## config.mk

```make
export PLATFORM = sky130hd
export DESIGN_NAME = grid_arbiter
export DESIGN_NICKNAME = d
export VERILOG_FILES = /design/src/rtl/grid_pkg.sv /design/src/rtl/grid_addr_calc.sv /design/src/rtl/grid_arbiter.sv
export SDC_FILE = /design/constraint.sdc
export NUM_CORES = 1
export LEC_CHECK = 0
export ABC_CLOCK_PERIOD_IN_PS = 5400
export BUFFER_PORTS_ARGS = -buffer_cell sky130_fd_sc_hd__buf_2
export CAP_MARGIN = 30
export CORE_ASPECT_RATIO = 1.2
export CORE_MARGIN = 4
export CORE_UTILIZATION = 30
export CTS_BUF_LIST = sky130_fd_sc_hd__clkbuf_4 sky130_fd_sc_hd__clkbuf_8
export DETAILED_ROUTE_END_ITERATION = 7
export PLACE_DENSITY = 0.51
export RECOVER_POWER = 50
export SYNTH_ARGS = -nofsm -noshare
export SYNTH_HDL_FRONTEND = slang
export SYNTH_SLANG_ARGS = --single-unit
export TNS_END_PERCENT = 20
```

## constraint.sdc

```tcl
create_clock -name clock -period 5.4 [get_ports clock]
set_clock_uncertainty 0.15 [all_clocks]
set_input_delay 1.62 -clock clock [delete_from_list [all_inputs] [get_ports clock]]
set_output_delay 1.62 -clock clock [all_outputs]
set_load 0.05 [all_outputs]
```

## src/rtl/grid_pkg.sv

```systemverilog
// Shared constants for the level-grid arbiter: grid geometry, cell encodings and FSM states.
package grid_pkg;

   localparam int GRID_W    = 40;
   localparam int GRID_H    = 30;
   localparam int CELL_BITS = 3;
   localparam int ADDR_BITS = 11;

   localparam logic [CELL_BITS-1:0] CELL_EMPTY       = 3'd0;
   localparam logic [CELL_BITS-1:0] CELL_WALL_BRICK  = 3'd1;
   localparam logic [CELL_BITS-1:0] CELL_WALL_STONE  = 3'd2;
   localparam logic [CELL_BITS-1:0] CELL_WALL_METAL  = 3'd3;
   localparam logic [CELL_BITS-1:0] CELL_DOOR        = 3'd4;
   localparam logic [CELL_BITS-1:0] CELL_PICKUP      = 3'd5;

   typedef enum logic [1:0] {
      ST_OPEN   = 2'd0,
      ST_LOCKED = 2'd1,
      ST_DRAIN  = 2'd2
   } grid_state_t;

endpackage

```

## src/rtl/grid_addr_calc.sv

```systemverilog
// Combinational (x,y) -> linear grid RAM address plus an in-range flag.
import grid_pkg::*;

module grid_addr_calc (
   input  logic [5:0]           x,
   input  logic [4:0]           y,
   output logic [ADDR_BITS-1:0] addr,
   output logic                 in_range
);

   generate
      if (GRID_W == 40) begin : g_shift_add
         // y*40 == y*32 + y*8
         assign addr = ADDR_BITS'({y, 5'b0}) + ADDR_BITS'({y, 3'b0}) + ADDR_BITS'(x);
      end else begin : g_mult
         assign addr = ADDR_BITS'(32'(y) * GRID_W + 32'(x));
      end
   endgenerate

   assign in_range = (32'(x) < GRID_W) && (32'(y) < GRID_H);

endmodule

```

## src/rtl/grid_arbiter.sv

```systemverilog
// Shares the single-port level-grid RAM between the level loader, game logic and renderer.
// Build option: define GRID_ARB_FIXED_PRI_EN for fixed game-over-renderer priority (default: round-robin).
//
// state  | meaning
// OPEN   | all requesters served
// LOCKED | loader session active, only loader writes served
// DRAIN  | one cycle for the last loader write to retire
import grid_pkg::*;

module grid_arbiter (
   input  logic                 clock,
   input  logic                 reset,
   input  logic                 ld_busy,
   input  logic                 ld_write,
   input  logic [5:0]           ld_x,
   input  logic [4:0]           ld_y,
   input  logic [CELL_BITS-1:0] ld_data,
   input  logic                 gm_req,
   input  logic                 gm_we,
   input  logic [5:0]           gm_x,
   input  logic [4:0]           gm_y,
   input  logic [CELL_BITS-1:0] gm_wdata,
   output logic                 gm_ack,
   output logic                 gm_rvalid,
   input  logic                 rd_req,
   input  logic [5:0]           rd_x,
   input  logic [4:0]           rd_y,
   output logic                 rd_ack,
   output logic                 rd_rvalid,
   output logic [CELL_BITS-1:0] rdata,
   output logic                 oob,
   output logic [ADDR_BITS-1:0] ram_addr,
   output logic [CELL_BITS-1:0] ram_wdata,
   output logic                 ram_wren,
   input  logic [CELL_BITS-1:0] ram_q
);

   grid_state_t state_q, state_d;

   logic [ADDR_BITS-1:0] ld_addr, gm_addr, rd_addr;
   logic                 ld_in, gm_in, rd_in;

   logic gm_elig, rd_elig;
   logic grant_gm, grant_rd;

   logic [ADDR_BITS-1:0] nxt_addr;
   logic [CELL_BITS-1:0] nxt_wdata;
   logic                 nxt_wren, nxt_oob;

   logic p1_gm_rd, p1_rd_rd, p1_oob;
   logic rv_oob;

   grid_addr_calc u_ld_addr (.x(ld_x), .y(ld_y), .addr(ld_addr), .in_range(ld_in));
   grid_addr_calc u_gm_addr (.x(gm_x), .y(gm_y), .addr(gm_addr), .in_range(gm_in));
   grid_addr_calc u_rd_addr (.x(rd_x), .y(rd_y), .addr(rd_addr), .in_range(rd_in));

   always_comb begin
      state_d = state_q;
      unique case (state_q)
         ST_OPEN:   if (ld_busy)  state_d = ST_LOCKED;
         ST_LOCKED: if (!ld_busy) state_d = ST_DRAIN;
         ST_DRAIN:                state_d = ST_OPEN;
         default:                 state_d = ST_OPEN;
      endcase
   end

   // A requester acked this cycle sits out, so a held req is never granted twice.
   assign gm_elig = gm_req && !gm_ack && (state_q == ST_OPEN) && !ld_write;
   assign rd_elig = rd_req && !rd_ack && (state_q == ST_OPEN) && !ld_write;

`ifdef GRID_ARB_FIXED_PRI_EN
   assign grant_gm = gm_elig;
   assign grant_rd = rd_elig && !gm_elig;
`else
   logic ptr_rd_q;   // 1: renderer wins the next tie

   assign grant_gm = gm_elig && (!rd_elig || !ptr_rd_q);
   assign grant_rd = rd_elig && (!gm_elig ||  ptr_rd_q);

   always_ff @(posedge clock) begin
      if (reset)         ptr_rd_q <= 1'b0;
      else if (grant_gm) ptr_rd_q <= 1'b1;
      else if (grant_rd) ptr_rd_q <= 1'b0;
   end
`endif

   always_comb begin
      nxt_addr  = '0;
      nxt_wdata = '0;
      nxt_wren  = 1'b0;
      nxt_oob   = 1'b0;
      if (ld_write) begin
         nxt_addr  = ld_addr;
         nxt_wdata = ld_data;
         nxt_wren  = ld_in;
      end else if (grant_gm) begin
         nxt_addr  = gm_addr;
         nxt_wdata = gm_we ? gm_wdata : '0;
         nxt_wren  = gm_we && gm_in;
         nxt_oob   = !gm_in;
      end else if (grant_rd) begin
         nxt_addr  = rd_addr;
         nxt_oob   = !rd_in;
      end
   end

   always_ff @(posedge clock) begin
      if (reset) begin
         state_q   <= ST_OPEN;
         gm_ack    <= 1'b0;
         rd_ack    <= 1'b0;
         oob       <= 1'b0;
         ram_addr  <= '0;
         ram_wdata <= '0;
         ram_wren  <= 1'b0;
         p1_gm_rd  <= 1'b0;
         p1_rd_rd  <= 1'b0;
         p1_oob    <= 1'b0;
         gm_rvalid <= 1'b0;
         rd_rvalid <= 1'b0;
         rv_oob    <= 1'b0;
      end else begin
         state_q   <= state_d;
         gm_ack    <= grant_gm;
         rd_ack    <= grant_rd;
         oob       <= nxt_oob;
         ram_addr  <= nxt_addr;
         ram_wdata <= nxt_wdata;
         ram_wren  <= nxt_wren;
         p1_gm_rd  <= grant_gm && !gm_we;
         p1_rd_rd  <= grant_rd;
         p1_oob    <= nxt_oob;
         gm_rvalid <= p1_gm_rd;
         rd_rvalid <= p1_rd_rd;
         rv_oob    <= p1_oob;
      end
   end

   // RAM data arrives one cycle after ram_addr, so the return mux is on ram_q directly.
   assign rdata = ((gm_rvalid || rd_rvalid) && !rv_oob) ? ram_q : '0;

endmodule

```

After elaboration in Yosys (flattened, before gate mapping) --
Cells that the tools add are included.
Operators by class: add/sub/neg operators 6, muxes and demuxes 16, equal/unequal tests 3, reductions and logical operators 31, order comparisons 6
Operators by type and width (count):
- $add A10 B8 Y11 | 3
- $add A11 B6 Y11 | 3
- $mux W11 | 3
- $lt A6 B6 Y1 const B | 3
- $lt A5 B5 Y1 const B | 3
- $logic_and A1 B1 Y1 | 14
- $mux W3 | 4
- $logic_not A1 Y1 | 10
- $mux W1 | 6
- $mux W2 | 2
- $ne A2 B2 Y1 const B | 2
- $pmux W2 S2 | 1
- $logic_or A1 B1 Y1 | 3
- $eq A2 B1 Y1 const B | 1
- $logic_not A2 Y1 | 1
- $reduce_and A2 Y1 | 1
- $reduce_bool A2 Y1 | 1
- $reduce_or A2 Y1 | 1
Word-level totals: register bits after elaboration 25, output and inout bits 23

Depth between registers and ports, before layout --
Gate-level depths: netlist of run 1.
word-level depth 10, mapped depth 9, gate-level depth less buffers 9

Hierarchy --
Synthesis of run 1 repeated with hierarchy kept, for this count alone.
Unflattened totals: cells, all modules 249, area, all modules 2301.0 µm²
Modules (own cells, without submodules):
- grid_arbiter | cells an instance 123, instances 1, sequential area each 500.5 µm², area each 1283.7 µm²
- grid_addr_calc | cells an instance 42, instances 3, sequential area each 0.0 µm², area each 339.1 µm²

Least setup slack after synthesis of run 1 --
Ideal clock, no wire load.
path kind input port to flip-flop, start in gm_x[5], end reg ram_addr[8], arrival time 3.520 ns, setup time 0.134 ns, data required time 5.116 ns, slack 1.596 ns, stages 9, cell sequence inv_1 -> fa_1 -> inv_1 -> fa_1 -> a21o_1 -> a21o_1 -> xor2_1 -> a221oi_1 -> a211oi_1
Between the ends: longest elaborated chain between the ends 3
RTL lines:
- start: declaration | line grid_arbiter.sv:20 | input logic [5:0] gm_x,
- $add A11 B6 Y11 | line grid_addr_calc.sv:14 | assign addr = ADDR_BITS'({y, 5'b0}) + ADDR_BITS'({y, 3'b0}) + ADDR_BITS'(x);
- $mux W11 | line grid_arbiter.sv:96 | end else if (grant_gm) begin
- $mux W11 | line grid_arbiter.sv:92 | if (ld_write) begin
- end signal: assignment | line grid_arbiter.sv:127 | ram_addr <= nxt_addr;
- end: declaration | line grid_arbiter.sv:32 | output logic [ADDR_BITS-1:0] ram_addr,
Every way passes these cells. A chain may end at the register's enable or synchronous reset.

Final worst setup path of run 1 --
start in ram_q[2], end out rdata[2]
Between the ends: longest elaborated chain between the ends 1
RTL lines:
- start: declaration | line grid_arbiter.sv:35 | input logic [CELL_BITS-1:0] ram_q
- $mux W3 | line grid_arbiter.sv:140 | assign rdata = ((gm_rvalid || rd_rvalid) && !rv_oob) ? ram_q : '0;
- end: declaration | line grid_arbiter.sv:30 | output logic [CELL_BITS-1:0] rdata,
Every way passes these cells.

==> results of run 1 <==
-- through the flow --
stage / std cells / util [%] / total power [mW]
after floorplan: 196 / - / 0.345
after global placement: 342 / 38.9 / 0.406
after detailed placement: 342 / 38.9 / 0.406
after CTS: 346 / 39.7 / 0.527
after global routing: 346 / 39.3 / 0.554
final: 346 / 39.3 / 0.516
-- final cells by class --
class / count / area share, %
clock buffer: 3 / 1.83
multi-input combinational: 149 / 53.7
inverter: 17 / 2.83
sequential: 25 / 22.2
clock inverter: 1 / 0.388
timing repair buffer: 71 / 14.7
tap: 80 / 4.43
-- per-layer routing --
| metal | GRT usage [%] | wire length (um) |
|---|---|---|
| met1 | 14.5 | 2010 |
| met2 | 24.4 | 2500 |
| met3 | 2.70 | 292 |
| met4 | 4.44 | 62 |
| met5 | 0 | 0 |
-- final timing paths --
path	startpoint	end	slack, ns	depth (start not counted)
max reg2reg	state_q[1]	ram_addr[9]	3.33	4
min	p1_gm_rd	gm_rvalid	0.29	1
min reg2reg	p1_gm_rd	gm_rvalid	0.29	1
max	ram_q[2]	rdata[2]	1.59	3
-- sequential cells by signal, summed over array words and instances (netlist names) --
register	flops
state_q	2
ram_wren	1
rv_oob	1
p1_gm_rd	1
ptr_rd_q	1
p1_rd_rd	1
gm_ack	1
rd_rvalid	1
ram_wdata	3
p1_oob	1
ram_addr	11
gm_rvalid	1
-- logic make-up (layout without fill, tap and decap cells) --
logic type,count (synthesis),after routing
adder cells (fa/ha/maj),33,33
multiplexers,1,1
flip-flops,25,25
buffers and inverters,22,92
AND/OR/NAND/NOR,52,52
AO/OA/AOI/OAI,56,56
XOR/XNOR,7,7
-- layout by cell type, fill, tap and decap left out, types with 5 or more instances in the layout --
| master | n |
|---|---|
| inv_1 | 17 |
| buf_2 | 52 |
| a21oi_1 | 9 |
| nor2b_1 | 7 |
| a21o_1 | 8 |
| nor2_1 | 17 |
| dfxtp_1 | 25 |
| fa_1 | 6 |
| clkbuf_1 | 19 |
| a222oi_1 | 5 |
| xnor2_1 | 5 |
| o21ai_0 | 12 |
| ha_1 | 27 |
-- power by group through the flow --
stage	Clock (mW)	Sequential (mW)	Combinational (mW)
floorplan	0	0.238	0.107
global placement	0	0.203	0.203
detailed placement	0	0.203	0.203
CTS	0.124	0.199	0.204
global route	0.132	0.201	0.221
finish	0.119	0.199	0.198
==> metrics, run 1 <==
run status complete, no violations; largest net degree at the start of global routing 25; Max Clock Freq 262 MHz; largest family of logic cells by synthesized area adder cells; # resized after CTS 0; fin crit share 70.6%; cell area after placement 0.00223 sq mm; worst rel slew slack 27.0%; WL/cell 14.1 um; pre-CTS setup slack 1.39 ns; first-pass GRT wire length 7480 um; TritonCTS clock tree yes; via count 1,655; register area 500 sq um; Post-synth top flop dfxtp_1; Cell Rows 30; number of DRC markers in iteration 0 106; Synth Area in Adders 25.3%; clock-pin slew on the worst setup and hold paths 0.10 ns; clock sinks 25; simple-gate share of the synthesized area 16.4%; CP Data Arrival Time 2.04 ns; Hold Buf Count CTS 0; Multi-input gate area 0.00121 sq mm; syn_nets 278; Post-DP HPWL 3980 um; Worst Setup Start Kind input port; final setup margin 1.59 ns; setup repair bufs after CTS 0; Max Slew Vio Count 0; Pint 0.327 mW; # fillers 611; RSZ-0062 raised after global routing no; H-tree depth 1; max-cap violations 0; Most common cell on crit path buf_2; P_leak 1.10 nW; core area 0.00574 sq mm; CP Class in2out; largest cells by area after synthesis dfxtp_1 28%, ha_1 19%, fa_1 6.6%, inv_1 3.5%, nor2_1 3.5%; worst min path class reg2reg; YS warnings 0; PortBufs 71; CP max stage cell buf_2; I/O Pins 72; root buffer cell clkbuf_8; Synth Cell Area 0.00181 sq mm; worst-case clock buffer depth 2; global placer's final weighted congestion 0.801; Pwr per Cell Area 229 mW/mm^2; DIE HEIGHT 93.0 um; antenna fix cells 0; Hold WS 0.295 ns; Mean Syn Cell Area 9.22 sq um; most instantiated cells after synthesis 27 x ha_1, 25 x dfxtp_1, 17 x inv_1, 17 x nor2_1, 12 x o21ai_0; Initial Util 31.5%; Crit path max-delay family buffers and inverters; number of synthesized flops with an enable pin 0; NetSw 0.190 mW; area grow syn2layout 25.0%; xor and xnor fraction of the mapped netlist area 3.39%; post-route cell area 0.00226 sq mm; CP Buf/Inv Count 2; Sum Neg Setup Slack 0 ns; Synth Area in Compound Gates 21.4%; die area 0.00733 sq mm; global-route usage over all layers 13.1%; share of cells above drive strength 1 22.2%; die width 78.8 um; library cells used by synthesis 43; CP max FO 1; fraction of synthesis flops using an asynchronous set or reset pin 0%; grt total ovfl 0; largest stage delay on the critical path 0.25 ns; Seq/Total Area, Yosys 27.7%; worst-skew pair later-pin latency 0.27 ns; total CTS buffers 3; endpoints failing hold 0; register share of total power 38.6%; vias in the first global route 1,571; post-DR vias/cell 4.78; Sw Ratio 36.7%; register bit total from synthesis 25; initial antenna violation count 0; Yosys top cell area share 27.7%; worst-margin pin slew 1.10 ns; Syn Inst Count 196; combinational share of power 38.4%; nets@finish 349; Critical Path RT 3.63 ns; most frequent cell after synthesis ha_1; crit path capture type output pin; Min Clock Period, post-route 3.81 ns; final WL 4860 um; first-pass iteration count of the detailed router 5; multiplexer area fraction after synthesis 0.554%; Clk pwr share 23.0%; Max VDD drop 0.000102 V; area leader, netlist dfxtp_1; DRT antenna net count 0; worst path cell trace buf_2, and2_1, buf_2; final-report setup violation count 0; Post-route DRC 0
Note: power is estimated with default switching activity, not from simulation.
==> run 2: changes to the inputs <==
- ABC_CLOCK_PERIOD_IN_PS: 5400 -> 3240
- PLACE_DENSITY: 0.51 -> 0.53
- clock period: 5.4 -> 3.24 ns (I/O delays scaled with it)
==> run 2 against run 1 <==
  * Sequential power rose by 67%
  * Power grew 66%
  * Die area unchanged
  * Clock power grew 60%
  * Cell area increased by 2.0%
  * First-iteration DRC count fell by 9.4%
  * Sequential cell count did not move
  * Worst hold slack worse by 0.0024 ns
  * Utilization rose by 0.78 points
  * Sequential share of layout area down 0.43 points
  * Non-clock buffer count increased by 6
  * Critical endpoint is now ram_addr[8]
  * Largest cell class unchanged
  * Highest routed layer unchanged
==> metrics, run 2 (same netlist as run 1, synthesis figures left out) <==
most frequent cells in the layout 53 x buf_2, 27 x ha_1, 25 x dfxtp_1, 18 x clkbuf_1 (was 52 x buf_2, 27 x ha_1, 25 x dfxtp_1, 19 x clkbuf_1); P_leak 1.13 nW (was 1.10 nW); PortBufs 71 (unchanged); Multi-input gate area 0.00121 sq mm (unchanged); antenna fix cells 0 (unchanged); worst-skew pair later-pin latency 0.26 ns (was 0.27 ns); root buffer cell clkbuf_8 (unchanged); run status complete, no violations (unchanged); DIE HEIGHT 93.0 um (unchanged); Post-route DRC 0 (unchanged); RSZ-0062 raised after global routing no (unchanged); nets@finish 355 (was 349); initial antenna violation count 0 (unchanged); global placer's final weighted congestion 0.811 (was 0.801); # resized after CTS 0 (unchanged); Register-to-Register Setup Slack 1.42 ns (was 3.33 ns); grt total ovfl 0 (unchanged); area grow syn2layout 27.5% (was 25.0%); setup repair bufs after CTS 0 (unchanged); Max Clock Freq 330 MHz; CP Data Arrival Time 3.01 ns (was 2.04 ns); CP max FO 2 (was 1); Sum Neg Setup Slack 0 ns (unchanged); final setup margin 0.213 ns (was 1.59 ns); endpoints failing hold 0 (unchanged); CP Class in2reg (was in2out); dpl cells 348 (was 342); first-pass iteration count of the detailed router 4 (was 5); Worst Setup Start Kind input port (unchanged); crit path capture type flip-flop (was output pin); total CTS buffers 3 (unchanged); max reg flops 11 (unchanged); Min Clock Period, post-route 3.03 ns; WL/cell 13.4 um (was 14.1 um); via count 1,697 (was 1,655); die area 0.00733 sq mm (unchanged); final WL 4720 um (was 4860 um); Reg with most FFs ram_addr (unchanged); fin crit share 93.4%; # fillers 614 (was 611); largest net degree at the start of global routing 25 (unchanged); Max Slew Vio Count 0 (unchanged); max-cap violations 0 (unchanged); clock-pin slew on the worst setup and hold paths 0.08 ns (was 0.10 ns); die width 78.8 um (unchanged); Post-DP HPWL 3940 um (was 3980 um); Initial Util 31.5% (unchanged); Max VDD drop 0.000142 V (was 0.000102 V); post-DR vias/cell 4.82 (was 4.78); worst min path class reg2reg (unchanged); register area 500 sq um (unchanged); DRT antenna net count 0 (unchanged); clock sinks 25 (unchanged); first-pass GRT wire length 7770 um (was 7480 um); H-tree depth 1 (unchanged); global-route usage over all layers 13.3% (was 13.1%); Finished Core Util 40.1% (was 39.3%); worst rel slew slack 58.5% (was 27.0%); Hold WS 0.292 ns (was 0.295 ns); Hold Buf Count CTS 0 (unchanged); I/O Pins 72 (unchanged); most common cell after layout, fill and taps aside buf_2 (unchanged); Cell Rows 30 (unchanged); pre-CTS setup slack -0.0904 ns (was 1.39 ns); Pwr per Cell Area 371 mW/mm^2 (was 229 mW/mm^2); Final Instance Count excl. Fillers 352 (was 346); Top Registers ram_addr (11), ram_wdata (3), state_q (2) (unchanged); worst-margin pin slew 0.620 ns (was 1.10 ns); Critical Path RT 3.23 ns (was 3.63 ns); core area 0.00574 sq mm (unchanged); final-report setup violation count 0 (unchanged); share of cells above drive strength 1 24.3% (was 22.2%); number of DRC markers in iteration 0 96 (was 106); vias in the first global route 1,725 (was 1,571); TritonCTS clock tree yes (unchanged); worst-case clock buffer depth 2 (unchanged)
[run 2: cell count changes in the layout (fill, tap and decap cells not counted)]
cell	delta
inv_6	-1
clkbuf_4	+1
clkbuf_1	-1
buf_2	+1
buf_4	+6
[run 2: layout make-up]
cell class              count  area share [%]
clock buffers               4            2.12
inverters                  17            2.77
multi-input cells         149            52.6
flip-flops and latches     25            21.7
well taps                  80            4.35
repair buffers             77            16.4
[run 2: layer usage]
metal	part of all wire, %	vias to the layer above	routed length [um]	global-route usage, %
li1	-	870	-	-
met1	43	778	2010	15.3
met2	50	45	2360	24.8
met3	6.2	4	295	2.12
met4	1.1	0	50	4.30
met5	0	-	0	0
[run 2: path summary, 6_finish.rpt]
check / startpoint / to / depth (start not counted)
min reg2reg: p1_gm_rd / gm_rvalid / 1
max reg2reg: state_q[1] / ram_addr[4] / 6
max: gm_x[5] / ram_addr[8] / 10
min: p1_gm_rd / gm_rvalid / 1
[run 2: stage by stage]
step	cell area (sq um)	total power, mW
after global routing	2300	0.920
after CTS	2330	0.873
after floorplan	1810	0.575
after detailed placement	2280	0.682
after global placement	2280	0.681
final	2300	0.856
[run 2: critical path, cell delays in order]
cell and delay (ns):
buf_2 0.08, inv_1 0.05, fa_1 0.52, inv_1 0.07
fa_1 0.44, a21o_1 0.19, a21o_1 0.19, xor2_1 0.14
a221oi_1 0.29, a211oi_1 0.08
[run 2: where the power goes]
group	total, mW	internal (mW)	switching (mW)
Sequential	0.332	0.326	0.00636
Combinational	0.334	0.134	0.200
Clock	0.190	0.0962	0.0939
Total	0.856	0.555	0.300
==> run 3: changes to the inputs <==
- RECOVER_POWER: 50 -> 100
==> run 3 against run 2 <==
  * Sequential cell count stayed put
  * Via count is 0.59% higher
  * Cell area is 0.87% lower
  * Routed wire length is 0.74% higher
  * Global-route usage stayed put
  * Utilization is 0.35 points lower
  * Power is 0.25% lower
  * Register-to-register slack worse by 0.21 ns
  * Non-clock buffer count stayed put
  * Maximum frequency is 0.12% higher
  * Critical endpoint unchanged
  * Largest cell class unchanged
  * Largest power group is now registers
==> metrics, run 3 (same netlist as run 1, synthesis figures left out) <==
final setup margin 0.217 ns (was 0.213 ns); Hold Buf Count CTS 0 (unchanged); Register-to-Register Setup Slack 1.21 ns (was 1.42 ns); H-tree depth 1 (unchanged); antenna fix cells 0 (unchanged); Post-DP HPWL 3940 um (unchanged); post-route cell area 0.00228 sq mm (was 0.00230 sq mm); clock-pin slew on the worst setup and hold paths 0.08 ns (about the same); P_leak 1.10 nW (was 1.13 nW); global placer's final weighted congestion 0.811 (unchanged); area grow syn2layout 26.4% (was 27.5%); global-route usage over all layers 13.3% (unchanged); clock sinks 25 (unchanged); die width 78.8 um (unchanged); # resized after CTS 0 (unchanged); DIE HEIGHT 93.0 um (unchanged); Max Slew Vio Count 0 (unchanged); run status complete, no violations (unchanged); Cell Rows 30 (unchanged); vias in the first global route 1,725 (unchanged); post-DR vias/cell 4.85 (was 4.82); CP max FO 2 (unchanged); Sum Neg Setup Slack 0 ns (unchanged); Finished Core Util 39.8% (was 40.1%); share of cells above drive strength 1 21.0% (was 24.3%); Critical Path RT 3.22 ns (was 3.23 ns); first-pass GRT wire length 7770 um (unchanged); worst-case clock buffer depth 2 (unchanged); via count 1,707 (was 1,697); CP max stage cell fa_1 (unchanged); Worst Setup Start Kind input port (unchanged); Final Instance Count excl. Fillers 352 (unchanged); RSZ-0062 raised after global routing no (unchanged); R2R Path End ram_wren (was ram_addr[4]); setup repair bufs after CTS 0 (unchanged); first-pass iteration count of the detailed router 5 (was 4); worst-skew pair later-pin latency 0.26 ns (about the same); initial antenna violation count 0 (unchanged); core area 0.00574 sq mm (unchanged); Pwr per Cell Area 374 mW/mm^2 (was 371 mW/mm^2); R2R Path Start state_q[1] (unchanged); CP Class in2reg (unchanged); total CTS buffers 3 (unchanged); Min Clock Period, post-route 3.02 ns (was 3.03 ns); fin crit share 93.3% (was 93.4%); crit path capture type flip-flop (unchanged); pre-CTS setup slack -0.0904 ns (unchanged); TritonCTS clock tree yes (unchanged); endpoints failing hold 0 (unchanged); dpl cells 348 (unchanged); worst-margin pin slew 0.619 ns (was 0.620 ns); DRT antenna net count 0 (unchanged); Post-route DRC 0 (unchanged); Initial Util 31.5% (unchanged); most common cell after layout, fill and taps aside buf_2 (unchanged); Hold Path Stages 1 (unchanged); worst rel slew slack 58.5% (about the same); Top Registers ram_addr (11), ram_wdata (3), state_q (2) (unchanged); max-cap violations 0 (unchanged); Crit path max-delay family adder cells (unchanged); most frequent cells in the layout 47 x buf_2, 27 x ha_1, 26 x clkbuf_1, 25 x dfxtp_1 (was 53 x buf_2, 27 x ha_1, 25 x dfxtp_1, 18 x clkbuf_1); Pwr Total 0.854 mW (was 0.856 mW); Max VDD drop 0.000142 V (about the same); largest net degree at the start of global routing 25 (unchanged); CP Data Arrival Time 3.01 ns (about the same); CP Buf/Inv Count 3 (unchanged); WL/cell 13.5 um (was 13.4 um); I/O Pins 72 (unchanged); largest stage delay on the critical path 0.52 ns (about the same); grt total ovfl 0 (unchanged); cell area after placement 0.00228 sq mm (unchanged); Max Clock Freq 331 MHz (was 330 MHz); cells on worst reg2reg path 5 (was 6); hold_sp p1_gm_rd (unchanged); nets@finish 355 (unchanged); PortBufs 71 (unchanged); number of DRC markers in iteration 0 88 (was 96); final-report setup violation count 0 (unchanged); root buffer cell clkbuf_8 (unchanged); Reg with most FFs ram_addr (unchanged); die area 0.00733 sq mm (unchanged); final WL 4760 um (was 4720 um); Hold WS 0.292 ns (about the same); worst path cell trace buf_2, inv_1, fa_1, inv_1, fa_1, a21o_1, a21o_1, xor2_1, a221oi_1, a211oi_1 (unchanged); hold path endpoint gm_rvalid (unchanged); worst min path class reg2reg (unchanged); max reg flops 11 (unchanged)
## run 3: changes by cell type in the layout (fill, tap and decap cells not counted), sizes merged
| cell | before | now |
|---|---|---|
| buf | 59 | 50 |
| clkbuf | 22 | 31 |
## run 3: where the power goes
group | leakage [nW] | internal, mW | switching (mW)
registers | 0.205 | 0.326 | 0.00631
logic | 0.869 | 0.132 | 0.200
clock network | 0.0262 | 0.0962 | 0.0936
total | 1.10 | 0.554 | 0.300
## run 3: worst max-delay path by stage
stage               slack [ns]           to  startpoint  cells after the start
floorplan                 0.08  ram_addr[8]     gm_x[5]                      9
global placement         -0.08  ram_addr[8]     gm_x[5]                     10
detailed placement       -0.09  ram_addr[8]     gm_x[5]                     10
CTS                       0.20  ram_addr[8]     gm_x[5]                     10
global route              0.07  ram_addr[8]     gm_x[5]                     10
finish                    0.22  ram_addr[8]     gm_x[5]                     10
## run 3: layout make-up
cell class,count,area (sq um)
clock buffers,4,48.8
well taps,80,100
fillers,623,3460
flip-flops and latches,25,500
multi-input cells,149,1210
inverters,17,63.8
repair buffers,77,363
## run 3: routing by layer
metal / part of all wire, % / global-route usage, %
met1: 43 / 15.3
met2: 49 / 24.8
met3: 6.5 / 2.12
met4: 1.1 / 4.30
met5: 0 / 0
